===== src/rtl/lvds_clk_pkg.sv =====
// Shared types and constants for the LVDS clock sequencer.
// Holds the state encoding (also exported on the debug port), the
// loss counter width and the per-state output decode.
package lvds_clk_pkg;

    // Width of the debug state encoding
    localparam int STATE_W = 3;

    // Width of the saturating lock-loss counter
    localparam int LOSS_W = 8;

    typedef enum logic [STATE_W-1:0] {
        ST_OFF       = 3'd0,
        ST_PLL_RESET = 3'd1,
        ST_WAIT_LOCK = 3'd2,
        ST_STABLE    = 3'd3,
        ST_CLK_ON    = 3'd4,
        ST_RUN       = 3'd5,
        ST_FAULT     = 3'd6
    } state_t;

    // Larger of two integers, used to size the shared counter
    function automatic int max_of(input int a, input int b);
        return (a > b) ? a : b;
    endfunction

    // Moore output decode: {pll_rst, pll_stdby, enclkop, lvds_rst_n, ready, fault}
    function automatic logic [5:0] state_outputs(input state_t s);
        logic [5:0] v;
        case (s)
            ST_OFF:       v = 6'b110000;
            ST_PLL_RESET: v = 6'b100000;
            ST_WAIT_LOCK: v = 6'b000000;
            ST_STABLE:    v = 6'b000000;
            ST_CLK_ON:    v = 6'b001000;
            ST_RUN:       v = 6'b001110;
            ST_FAULT:     v = 6'b100001;
            default:      v = 6'b110000;
        endcase
        return v;
    endfunction

endpackage


===== src/rtl/lvds_clk_sequencer_lock_sync.sv =====
// Two-flop synchronizer bringing the asynchronous PLL LOCK into the
// reference clock domain. Resets to "unlocked".
module lvds_clk_sequencer_lock_sync (
    input  logic i_clk,
    input  logic i_rst_n,
    input  logic i_d,
    output logic o_q
);

    logic r_meta;
    logic r_sync;

    // Two-stage capture of the asynchronous input
    always_ff @(posedge i_clk or negedge i_rst_n) begin
        if (!i_rst_n) begin
            r_meta <= 1'b0;
            r_sync <= 1'b0;
        end else begin
            r_meta <= i_d;
            r_sync <= r_meta;
        end
    end

    assign o_q = r_sync;

endmodule


===== src/rtl/lvds_clk_sequencer.sv =====
// Power-up / recovery sequencer for the ECP5 EHXPLLL producing the LVDS
// bit clock. Runs entirely on the 48 MHz reference clock. One shared
// counter times every state; it is cleared on each state entry so it
// never wraps. All outputs are registered decodes of the next state, so
// they change on the same edge the state register does.
module lvds_clk_sequencer
    import lvds_clk_pkg::*;
#(
    parameter int RST_CYCLES    = 16,
    parameter int LOCK_TIMEOUT  = 4800,
    parameter int STABLE_CYCLES = 1024,
    parameter int ENA_DLY       = 8,
    parameter int LOSS_FILTER   = 4,
    parameter int MAX_RETRIES   = 3
) (
    input  logic              i_clk,
    input  logic              i_rst_n,
    input  logic              i_enable,
    input  logic              i_pll_lock,
    output logic              o_pll_rst,
    output logic              o_pll_stdby,
    output logic              o_pll_enclkop,
    output logic              o_lvds_rst_n,
    output logic              o_ready,
    output logic              o_fault,
    output logic [STATE_W-1:0] o_state,
    output logic [LOSS_W-1:0]  o_loss_count
);

    localparam int CNT_MAX = max_of(max_of(max_of(RST_CYCLES, LOCK_TIMEOUT),
                                           max_of(STABLE_CYCLES, ENA_DLY)),
                                    LOSS_FILTER);
    localparam int CNT_W   = (CNT_MAX > 1) ? $clog2(CNT_MAX) : 1;
    localparam int RTY_W   = (MAX_RETRIES > 0) ? $clog2(MAX_RETRIES + 1) : 1;

    logic               w_lock_s;
    state_t             r_state;
    logic [CNT_W-1:0]   r_cnt;
    logic [RTY_W-1:0]   r_retry;
    logic [LOSS_W-1:0]  r_loss;
    logic [5:0]         r_outs;

    state_t             w_nxt_state;
    logic [CNT_W-1:0]   w_nxt_cnt;
    logic [RTY_W-1:0]   w_nxt_retry;
    logic [LOSS_W-1:0]  w_nxt_loss;

    lvds_clk_sequencer_lock_sync u_lock_sync (
        .i_clk   (i_clk),
        .i_rst_n (i_rst_n),
        .i_d     (i_pll_lock),
        .o_q     (w_lock_s)
    );

    // Next-state, counter, retry and loss-count computation
    always_comb begin
        w_nxt_state = r_state;
        w_nxt_cnt   = r_cnt;
        w_nxt_retry = r_retry;
        w_nxt_loss  = r_loss;
        if (!i_enable) begin
            // Dropping the request wins over everything; loss history is kept
            w_nxt_state = ST_OFF;
            w_nxt_cnt   = {CNT_W{1'b0}};
            w_nxt_retry = {RTY_W{1'b0}};
        end else begin
            case (r_state)
                ST_OFF: begin
                    w_nxt_state = ST_PLL_RESET;
                    w_nxt_cnt   = {CNT_W{1'b0}};
                end
                ST_PLL_RESET: begin
                    if (r_cnt == CNT_W'(RST_CYCLES - 1)) begin
                        w_nxt_state = ST_WAIT_LOCK;
                        w_nxt_cnt   = {CNT_W{1'b0}};
                    end else begin
                        w_nxt_cnt = r_cnt + CNT_W'(1);
                    end
                end
                ST_WAIT_LOCK: begin
                    if (w_lock_s) begin
                        w_nxt_state = ST_STABLE;
                        w_nxt_cnt   = {CNT_W{1'b0}};
                    end else if (r_cnt == CNT_W'(LOCK_TIMEOUT - 1)) begin
                        w_nxt_cnt = {CNT_W{1'b0}};
                        if (r_retry == RTY_W'(MAX_RETRIES)) begin
                            w_nxt_state = ST_FAULT;
                        end else begin
                            w_nxt_state = ST_PLL_RESET;
                            w_nxt_retry = r_retry + RTY_W'(1);
                        end
                    end else begin
                        w_nxt_cnt = r_cnt + CNT_W'(1);
                    end
                end
                ST_STABLE: begin
                    if (!w_lock_s) begin
                        // Any glitch restarts the wait with a fresh timeout
                        w_nxt_state = ST_WAIT_LOCK;
                        w_nxt_cnt   = {CNT_W{1'b0}};
                    end else if (r_cnt == CNT_W'(STABLE_CYCLES - 1)) begin
                        w_nxt_state = ST_CLK_ON;
                        w_nxt_cnt   = {CNT_W{1'b0}};
                        w_nxt_retry = {RTY_W{1'b0}};
                    end else begin
                        w_nxt_cnt = r_cnt + CNT_W'(1);
                    end
                end
                ST_CLK_ON: begin
                    // Lock is deliberately ignored here; RUN catches a drop
                    if (r_cnt == CNT_W'(ENA_DLY - 1)) begin
                        w_nxt_state = ST_RUN;
                        w_nxt_cnt   = {CNT_W{1'b0}};
                    end else begin
                        w_nxt_cnt = r_cnt + CNT_W'(1);
                    end
                end
                ST_RUN: begin
                    // Counter acts as the loss filter here
                    if (w_lock_s) begin
                        w_nxt_cnt = {CNT_W{1'b0}};
                    end else if (r_cnt == CNT_W'(LOSS_FILTER - 1)) begin
                        w_nxt_state = ST_PLL_RESET;
                        w_nxt_cnt   = {CNT_W{1'b0}};
                        if (r_loss != {LOSS_W{1'b1}}) begin
                            w_nxt_loss = r_loss + LOSS_W'(1);
                        end else begin
                            w_nxt_loss = r_loss;
                        end
                    end else begin
                        w_nxt_cnt = r_cnt + CNT_W'(1);
                    end
                end
                ST_FAULT: begin
                    w_nxt_cnt = {CNT_W{1'b0}};
                end
                default: begin
                    w_nxt_state = ST_OFF;
                    w_nxt_cnt   = {CNT_W{1'b0}};
                    w_nxt_retry = {RTY_W{1'b0}};
                end
            endcase
        end
    end

    // State, counters and registered Moore outputs
    always_ff @(posedge i_clk or negedge i_rst_n) begin
        if (!i_rst_n) begin
            r_state <= ST_OFF;
            r_cnt   <= {CNT_W{1'b0}};
            r_retry <= {RTY_W{1'b0}};
            r_loss  <= {LOSS_W{1'b0}};
            r_outs  <= state_outputs(ST_OFF);
        end else begin
            r_state <= w_nxt_state;
            r_cnt   <= w_nxt_cnt;
            r_retry <= w_nxt_retry;
            r_loss  <= w_nxt_loss;
            r_outs  <= state_outputs(w_nxt_state);
        end
    end

    assign o_pll_rst     = r_outs[5];
    assign o_pll_stdby   = r_outs[4];
    assign o_pll_enclkop = r_outs[3];
    assign o_lvds_rst_n  = r_outs[2];
    assign o_ready       = r_outs[1];
    assign o_fault       = r_outs[0];
    assign o_state       = r_state;
    assign o_loss_count  = r_loss;

endmodule


===== config.mk =====
export PLATFORM = sky130hd
export DESIGN_NAME = lvds_clk_sequencer
export DESIGN_NICKNAME = d
export VERILOG_FILES = /design/src/rtl/lvds_clk_pkg.sv /design/src/rtl/lvds_clk_sequencer_lock_sync.sv /design/src/rtl/lvds_clk_sequencer.sv
export SDC_FILE = /design/constraint.sdc
export NUM_CORES = 1
export LEC_CHECK = 0
export CAP_MARGIN = 0
export CELL_PAD_IN_SITES_DETAIL_PLACEMENT = 1
export CELL_PAD_IN_SITES_GLOBAL_PLACEMENT = 1
export CORE_MARGIN = 8
export CORE_UTILIZATION = 23
export DETAILED_ROUTE_END_ITERATION = 10
export HOLD_SLACK_MARGIN = 0.15
export PLACE_DENSITY = 0.59
export SLEW_MARGIN = 20
export SYNTH_ARGS = -nofsm -noshare
export SYNTH_HDL_FRONTEND = slang
export SYNTH_SLANG_ARGS = --single-unit

===== constraint.sdc =====
create_clock -name i_clk -period 2.1 [get_ports i_clk]
set_input_delay 0.525 -clock i_clk [delete_from_list [all_inputs] [get_ports i_clk]]
set_output_delay 0.525 -clock i_clk [all_outputs]
set_load 0.02 [all_outputs]

After elaboration in Yosys (flattened, before gate mapping)
Index checks and enable logic that the tools add are counted.

word-level totals
  flip-flop bits (word level) = 34
  bits of input ports = 4
  output and inout bits = 17

cells by class
  $add $sub $neg = 3
  eq/ne operators = 25
  mux-type cells = 29
  bitwise operators = 1
  reduce and logical (&&, ||, !) cells = 5

operators with widths
  operator                                               count
  two-way mux 13 bit                                     9
  one-hot mux 13 bit (5 select lines)                    1
  two-way mux 3 bit                                      10
  one-hot mux 6 bit (5 select lines)                     1
  one-hot mux 3 bit (7 select lines)                     1
  equality test 3 bit, second input constant             6
  adder 13 x 1 -> 13 bit, second input constant          1
  equality test 13 x 10 -> 1 bit, second input constant  1
  equality test 13 bit, second input constant            1
  equality test 13 x 2 -> 1 bit, second input constant   1
  equality test 13 x 3 -> 1 bit, second input constant   1
  equality test 13 x 4 -> 1 bit, second input constant   1
  equality test 3 x 2 -> 1 bit, second input constant    4
  two-way mux 2 bit                                      6
  != test 3 bit, second input constant                   4
  adder 8 x 1 -> 8 bit, second input constant            1
  != test 8 bit, second input constant                   1
  equality test 3 x 1 -> 1 bit, second input constant    2
  one-hot mux 2 bit (3 select lines)                     1
  AND reduction 6 bit                                    1
  AND reduction 5 bit                                    1
  OR reduction 5 bit                                     1
  logical NOT 3 bit                                      1
  != test 3 x 2 -> 1 bit, second input constant          1
  5 further kinds                                        5

Longest topological paths before layout
Gate-level depths: netlist of the first run.

  depth in word-level cells = 9
  depth in mapped cells = 9
  depth with buffers taken out = 8

Hierarchy
From an unflattened synthesis of the first run, not the netlist that was laid out.

unflattened totals
  cell total of the unflattened synthesis = 187
  area, all modules = 1,805.5 um^2

modules (own cells, without submodules)
  module                        times used  cells an instance  area an instance (um^2)  seq. area each (um^2)
  lvds_clk_sequencer            1           185                1,755.4                  778.2
  lvds_clk_sequencer_lock_sync  1           2                  50.0                     50.0

Worst setup path before layout of the first run
Ideal clock, no wire load.

  path type = register to register
  start = reg u_lock_sync.r_sync (netlist: u_lock_sync.o_q)
  end = reg r_outs[4]
  arrival = 2,023 ps
  path slack = -4 ps
  stages on the path, launching flop included = 9
  clock period less this slack = 2,104 ps
  cell sequence = dfrtp_1 -> buf_2 -> or4b_1 -> nor4_1 -> o22ai_1 -> o21ai_0 -> inv_1 -> ha_1 -> a211oi_2

on the way
  word-level cells in the longest chain between the ends = 6
  elaborated cells between the ends (all ways) = 13

RTL lines
  element                                      RTL line                                                                       text
  from (decl)                                  lvds_clk_sequencer_lock_sync.sv:11                                             logic r_sync;
  from (signal assigned)                       lvds_clk_sequencer_lock_sync.sv:20                                             r_sync <= r_meta;
  two-way mux 3 bit, on equally long branches  lvds_clk_sequencer.sv:120, lvds_clk_sequencer.sv:81, lvds_clk_sequencer.sv:97
  one-hot mux 3 bit (7 select lines) (*)       lvds_clk_sequencer.sv:67                                                       case (r_state)
  two-way mux 3 bit (*)                        lvds_clk_sequencer.sv:61                                                       if (!i_enable) begin
  via w_nxt_state[1]                           lvds_clk_sequencer.sv:43                                                       state_t w_nxt_state;
  equality test 3 x 2 -> 1 bit                 lvds_clk_pkg.sv:30                                                             case (s)
  OR reduction 2 bit (no source line)          -
  one-hot mux 6 bit (5 select lines) (*)       lvds_clk_pkg.sv:30
  to (signal assigned)                         lvds_clk_sequencer.sv:153                                                      r_outs <= state_outputs(ST_OFF);
  to (signal assigned)                         lvds_clk_sequencer.sv:159                                                      r_outs <= state_outputs(w_nxt_state);
  to (decl)                                    lvds_clk_sequencer.sv:41                                                       logic [5:0] r_outs;

Mark *: on every way through the listed nets, which the timed path passes. The rest lies on a longest branch.
A chain may end at the register's enable or synchronous reset.

Worst setup path after layout of the first run
  start = reg r_cnt[4]
  end = reg r_outs[5]

on the way
  word-level cells in the longest chain between the ends = 8
  elaborated cells between the ends (all ways) = 23

RTL lines
  element                                                      RTL line                                                                        text
  from (decl)                                                  lvds_clk_sequencer.sv:38                                                        logic [CNT_W-1:0] r_cnt;
  from (signal assigned)                                       lvds_clk_sequencer.sv:150                                                       r_cnt <= {CNT_W{1'b0}};
  from (signal assigned)                                       lvds_clk_sequencer.sv:156                                                       r_cnt <= w_nxt_cnt;
  equality test 13 x 2 -> 1 bit, or another cell as far along  lvds_clk_sequencer.sv:122                                                       end else if (r_cnt == CNT_W'(LOSS_FILTER - 1)) begin
  two-way mux 3 bit, on equally long branches                  lvds_clk_sequencer.sv:122, lvds_clk_sequencer.sv:84, lvds_clk_sequencer.sv:101
  two-way mux 3 bit, on equally long branches                  lvds_clk_sequencer.sv:120, lvds_clk_sequencer.sv:81, lvds_clk_sequencer.sv:97
  one-hot mux 3 bit (7 select lines) (*)                       lvds_clk_sequencer.sv:67
  two-way mux 3 bit (*)                                        lvds_clk_sequencer.sv:61
  via w_nxt_state[2]                                           lvds_clk_sequencer.sv:43
  equality test 3 x 2 -> 1 bit                                 lvds_clk_pkg.sv:30
  OR reduction 2 bit (no source line)                          -
  one-hot mux 6 bit (5 select lines) (*)                       lvds_clk_pkg.sv:30

Marked as above.

==> results of run 1 <==
==> repair_timing <==
action | in CTS | in global routing
buffers inserted | 1 | 2
resized for setup | 1 | 12
setup endpoints to repair | 2 | 4
pin swaps | 2 | 1
==> final timing paths <==
check / to / slack [ps] / depth (start not counted)
max in group asynchronous: r_cnt[7]$_DFF_PN0_ / 1110 / 2
worst max register to register: r_outs[5]$_DFF_PN1_ / 60 / 6
min in group asynchronous: o_loss_count[7]$_DFFE_PN0P_ / 650 / 2
worst max-delay path: r_outs[5]$_DFF_PN1_ / 60 / 6
worst min register to register: u_lock_sync.o_q$_DFF_PN0_ / 360 / 0
worst min-delay path: u_lock_sync.o_q$_DFF_PN0_ / 360 / 0
==> per-layer routing <==
layer,vias up,global-route usage
met5,-,0
met4,0,0.0332
met3,5,0.0272
met2,20,0.153
met1,793,0.105
li1,773,-
==> cell usage in the layout (no fill, tap or decap), types with 3 or more instances in the layout <==
cell type / n
o21ai_0: 3
inv_1: 7
nor2_1: 18
and2_1: 3
nor3_1: 6
dfrtp_1: 29
clkbuf_8: 5
nand3_1: 4
clkdlybuf4s50_1: 20
nand4_1: 10
nand2_1: 23
ha_1: 3
xor2_1: 3
buf_4: 31
and3_1: 5
xnor2_1: 15
==> cell usage after synthesis, types with 2 or more instances <==
cell / count
a211oi_1: 2
a31o_2: 2
a41oi_1: 2
and2_1: 3
and3_1: 5
buf_2: 4
buf_4: 2
clkbuf_1: 3
dfrtp_1: 31
dfstp_2: 2
ha_1: 5
inv_1: 7
nand2_1: 23
nand3_1: 4
nand4_1: 10
nor2_1: 18
nor2b_1: 3
nor3_1: 6
nor3b_1: 2
nor4_1: 3
nor4_4: 2
o21ai_0: 4
o311ai_0: 2
xnor2_1: 15
xor2_1: 3
==> state kept, by name, summed over array words and instances, names as in the netlist <==
register            count
r_retry                 2
r_outs                  5
u_lock_sync.r_meta      1
o_state                 3
o_loss_count            8
u_lock_sync.o_q         1
r_cnt                  13
==> logic make-up after synthesis <==
logic type / count (synthesis)
flops: 33
mux: 1
compound gates: 22
simple gates: 92
buf+inv: 17
fa+ha+maj: 5
xor+xnor: 18
==> stage by stage <==
stage	setup slack [ps]	util	instance area, um2	cells
final	61.3	0.320	2590	346
after global routing	-21.3	0.320	2590	346
after CTS	15.3	0.311	2520	344
after detailed placement	-90.0	0.299	2420	335
after global placement	-36.2	0.299	2420	335
after floorplan	79.0	-	1890	188
==> final cells by class <==
type | count | area share
Inverter | 8 | 0.0116
Timing Repair Buffer | 54 | 0.184
Clock buffer | 5 | 0.0266
Tap cell | 105 | 0.0508
Multi-Input combinational cell | 138 | 0.399
Sequential cell | 33 | 0.321
Clock inverter | 3 | 0.00677
==> power groups by stage <==
| stage | logic (W) | registers, W | clock network (W) |
|---|---|---|---|
| after global placement | 0.000138 | 0.000659 | 0 |
| after floorplan | 0.0000591 | 0.000664 | 0 |
| after global routing | 0.000151 | 0.000648 | 0.000513 |
| after detailed placement | 0.000136 | 0.000660 | 0 |
| final | 0.000138 | 0.000647 | 0.000471 |
| after CTS | 0.000137 | 0.000647 | 0.000498 |
==> impl_metrics.tcl, run 1 <==
set metrics [dict create \
    status "completed" \
    drc_errors 0 \
    tightest_slew_ps 421 \
    top_level_ports 21 \
    cellInternalPower_w 0.000930 \
    die_y_um 107 \
    slowest_delay_ps 440 \
    die_area_um2 11400 \
    synthXorXnorAreaFrac 0.0836 \
    routed.top_layer "met4" \
    seq_power_share 0.515 \
    synth_cells 188 \
    holdCritPathClass "reg -> reg" \
    drv_cap 0 \
    register_area_um2 831 \
    slew_headroom 0.716 \
    htreeDepth 2 \
    synth_largest_area_cell "dfrtp_1" \
    antenna_found_initial 0 \
    clk_latency_ps 280 \
    vias 1591 \
    power.leakage_nw 1.08 \
    cp_slowest_cell "dfrtp_2" \
    route.met2.wl_um 2360 \
    synthTopCellsByArea "dfrtp_1, xnor2_1, nand2_1" \
    synth_top_family_by_area "simple AND/OR/NAND/NOR gates" \
    combPwrFrac 0.110 \
    end_kind "flip-flop" \
    final_net_count 249 \
    clock_sinks 33 \
    wl_met1_um 2220 \
    critPathArrivalTime_ps 2270 \
    clk_pin_slew_worst_paths_ps 70 \
    ir_drop_uv 187 \
    wl_um 4830 \
    synthesis.area_um2 1890 \
    grt_pass1_vias 1671 \
    grt_pass1_wl_um 8280 \
    max-clock-path-buffers 2 \
    grt_use_total 0.0901 \
    drv_slew 0 \
    dieWidth_um 107 \
    synthSimpleGateAreaFrac 0.290 \
    hpwl_um 3520 \
    power.net_switching_w 0.000327 \
    routed-wl-met3_um 208 \
    clockPowerShare 0.375 \
    switching_share 0.260 \
    via_per_inst 4.60 \
    cts_tree "built" \
    root_buffer "clkbuf_8" \
    fmax_mhz 491 \
    finalSetupTns_ps 0 \
    period_needed_ps 2040 \
    coreArea_um2 8090 \
    buffer_ports.inserted 20 \
    fp-row-count 33 \
    drive_gt1_frac 0.286 \
    critPathKind "reg -> reg" \
    synth_top_area_frac 0.411 \
    grt.overflow.total 0 \
    synth_fp_nets 197 \
    ys_types 50 \
    path_cells "nor4_4, nand4b_4, o311a_4, o31ai_4, inv_2, ha_4" \
    setup_viol 0 \
    area_growth_pct 37.2 \
    worst-path-buf-inv 1 \
    hold_slack_ps 357 \
    syn_avg_cell_area_um2 10.0 \
    multi_input_area_um2 1030 \
    startpoint_type "flip-flop" \
    yosysWarnings 0 \
    finalPower_w 0.00126 \
    required_ps 2330 \
    synth_edf_count 0 \
    synthMuxAreaShare 0.00597 \
    drt_iter0_drc 36 \
    fillers 950 \
    ys_seq_elements 33 \
    numCtsBuffers 5 \
    powerDensity_nw_per_um2 486 \
    gp_congestion 0.781 \
    async_reset_ff_frac 1.00 \
    critPathLaunch "r_cnt[4]$_DFF_PN0_" \
    dr.pass1.iters 5 \
    period_share 0.971 \
    cp_max_fo 4 \
    yosysSeqAreaShare 0.439 \
    synth_compound_area_frac 0.107 \
    min_from "u_lock_sync.r_meta$_DFF_PN0_" \
    start_util 0.233 \
    postRouteAntennaNets 0 \
    postCtsHoldBufs 0 \
    antenna-diode-count 0 \
    grt_max_degree 34 \
    rsz0062_at_grt "true" \
    ys.flop_type "dfrtp_1" \
    synth_fa_ha_area_frac 0.0332 \
    r2r_start "r_cnt[4]$_DFF_PN0_" \
    wl_per_cell_um 14.0 \
    clock_skew_ps 4.47 \
    hold_violations 0 \
    critical-path-top-delay-family "compound AO/OA/AOI/OAI gates" \
]
Note: power is estimated with default switching activity, not from simulation.
==> run 2: changes to the inputs <==
--- a/config.mk
+++ b/config.mk
@@ -9,10 +9,11 @@
 export CELL_PAD_IN_SITES_DETAIL_PLACEMENT = 1
 export CELL_PAD_IN_SITES_GLOBAL_PLACEMENT = 1
 export CORE_MARGIN = 8
-export CORE_UTILIZATION = 23
+export CORE_UTILIZATION = 39
+export CTS_CLUSTER_SIZE = 25
 export DETAILED_ROUTE_END_ITERATION = 10
 export HOLD_SLACK_MARGIN = 0.15
-export PLACE_DENSITY = 0.59
+export PLACE_DENSITY = 0.85
 export SLEW_MARGIN = 20
 export SYNTH_ARGS = -nofsm -noshare
 export SYNTH_HDL_FRONTEND = slang
==> run 2 against run 1 <==
  * Design area about the same
  * Global-route usage increased by 5.7 points
  * Flip-flop and latch count unchanged
  * Clock power increased by 32%
  * Sequential power about the same
  * Routed wire length increased by 6.5%
  * Power increased by 12%
  * Via count increased by 2.1%
  * Register-to-register slack about the same
  * Clock skew decreased by 0.50 ps
  * Critical path depth increased by 2
  * First-iteration DRC count increased by 8.3%
==> impl_metrics.tcl, run 2 (synthesized netlist as in run 1, its figures left out) <==
set metrics [dict create \
    via_per_inst 5.52 \
    dieWidth_um 85.5 \
    setup_viol 0 \
    clock_sinks 33 \
    holdCritPathClass "reg -> reg" \
    postCtsHoldBufs 0 \
    mostFrequentLayoutCells "buf_4, dfrtp_1, nand2_1" \
    largest_reg_flops 13 \
    slew_headroom 0.721 \
    end_kind "flip-flop" \
    die_area_um2 7320 \
    drc_errors 0 \
    grt.overflow.total 0 \
    vias 1624 \
    startpoint_type "flip-flop" \
    finalPower_w 0.00141 \
    numCtsBuffers 5 \
    powerDensity_nw_per_um2 546 \
    max-clock-path-buffers 2 \
    final_net_count 248 \
    setup_slack_ps 65.6 \
    period_share 0.969 \
    drv_cap 0 \
    top_register "r_cnt" \
    post-place-ws_ps -78.8 \
    drt_iter0_drc 39 \
    fp-row-count 25 \
    postRouteAntennaNets 0 \
    coreArea_um2 4690 \
    cp_max_fo 5 \
    clk_pin_slew_worst_paths_ps 70 \
    htreeDepth 2 \
    power.leakage_nw 1.09 \
    dr.pass1.iters 4 \
    fin_util 0.551 \
    root_buffer "clkbuf_8" \
    critPathLaunch "r_cnt[10]$_DFF_PN0_" \
    tightest_slew_ps 418 \
    min_from "u_lock_sync.r_meta$_DFF_PN0_" \
    buffer_ports.inserted 20 \
    fillers 535 \
    grt_pass1_vias 1704 \
    required_ps 2340 \
    grt_use_total 0.147 \
    cts_tree "built" \
    final_common_cell "buf_4" \
    r2r_start "r_cnt[10]$_DFF_PN0_" \
    wl_per_cell_um 17.5 \
    grt_pass1_wl_um 8450 \
    clock_skew_ps 3.97 \
    critPathKind "reg -> reg" \
    start_util 0.402 \
    critPathArrivalTime_ps 2270 \
    period_needed_ps 2030 \
    antenna_found_initial 0 \
    top_level_ports 21 \
    die_y_um 85.5 \
    area_growth_pct 37.0 \
    wl_um 5150 \
    status "completed" \
    drv_slew 0 \
    clk_latency_ps 290 \
    ir_drop_uv 261 \
    antenna-diode-count 0 \
    fmax_mhz 492 \
    hold_violations 0 \
    gp_congestion 0.892 \
    drive_gt1_frac 0.292 \
    grt_max_degree 34 \
    hpwl_um 3570 \
]
-- run 2: critical path: stages, from the launching register on --
cell,delay (ps)
dfrtp_1,390
buf_6,130
nor3_2,160
buf_4,170
nand4b_4,120
o311a_4,400
o31ai_4,240
inv_2,100
ha_4,270
-- run 2: power by group --
group / internal [W] / total (W) / switching [W] / leakage, nW
logic: 0.0000580 / 0.000139 / 0.0000811 / 0.591
registers: 0.000644 / 0.000649 / 0.00000483 / 0.442
clock network: 0.000387 / 0.000623 / 0.000237 / 0.0585
total: 0.00109 / 0.00141 / 0.000323 / 1.09
-- run 2: final timing paths --
path                       cells after the start  slack, ps                         to
max in group asynchronous                      2       1140        r_outs[4]$_DFF_PN1_
max                                            8         70        r_outs[5]$_DFF_PN1_
max reg2reg                                    8         70        r_outs[5]$_DFF_PN1_
min reg2reg                                    0        350  u_lock_sync.o_q$_DFF_PN0_
min                                            0        350  u_lock_sync.o_q$_DFF_PN0_
min in group asynchronous                      2        640       o_state[0]$_DFF_PN0_
-- run 2: through the flow --
stage	cell area, um2	setup TNS [ps]	instances	hold slack (ps)
floorplan	1890	0	188	229
finish	2580	0	294	349
global route	2580	-85.8	294	368
global placement	2290	-13.1	276	340
detailed placement	2290	-177	276	337
CTS	2440	0	285	352
-- run 2: layout make-up --
type	count	area (um2)	area share
clock buffers	7	86.3	0.0334
multi-input cells	138	1070	0.415
repair buffers	53	464	0.180
flip-flops and latches	33	832	0.322
clock inverters	1	30.0	0.0116
well taps	54	67.6	0.0262
inverters	8	30.0	0.0116
-- run 2: what timing repair did --
action | in CTS | in global routing
pin swaps | 1 | 11
buffers inserted | 1 | 9
gates resized for setup | 4 | 16
endpoints found under the setup margin | 5 | 22
-- run 2: per-layer routing --
layer / part of all wire / global-route usage / wire length [um]
met1: 0.40 / 0.156 / 2080
met2: 0.53 / 0.263 / 2740
met3: 0.039 / 0.0363 / 203
met4: 0.024 / 0.0748 / 121
met5: 0 / 0 / 0
==> run 3: changes to the inputs <==
--- a/config.mk
+++ b/config.mk
@@ -10,7 +10,7 @@
 export CELL_PAD_IN_SITES_GLOBAL_PLACEMENT = 1
 export CORE_MARGIN = 8
 export CORE_UTILIZATION = 39
-export CTS_CLUSTER_SIZE = 25
+export CTS_CLUSTER_SIZE = 40
 export DETAILED_ROUTE_END_ITERATION = 10
 export HOLD_SLACK_MARGIN = 0.15
 export PLACE_DENSITY = 0.85
==> results of run 3 <==
The final DEF is identical to that of run 2; final timing and power are the same.
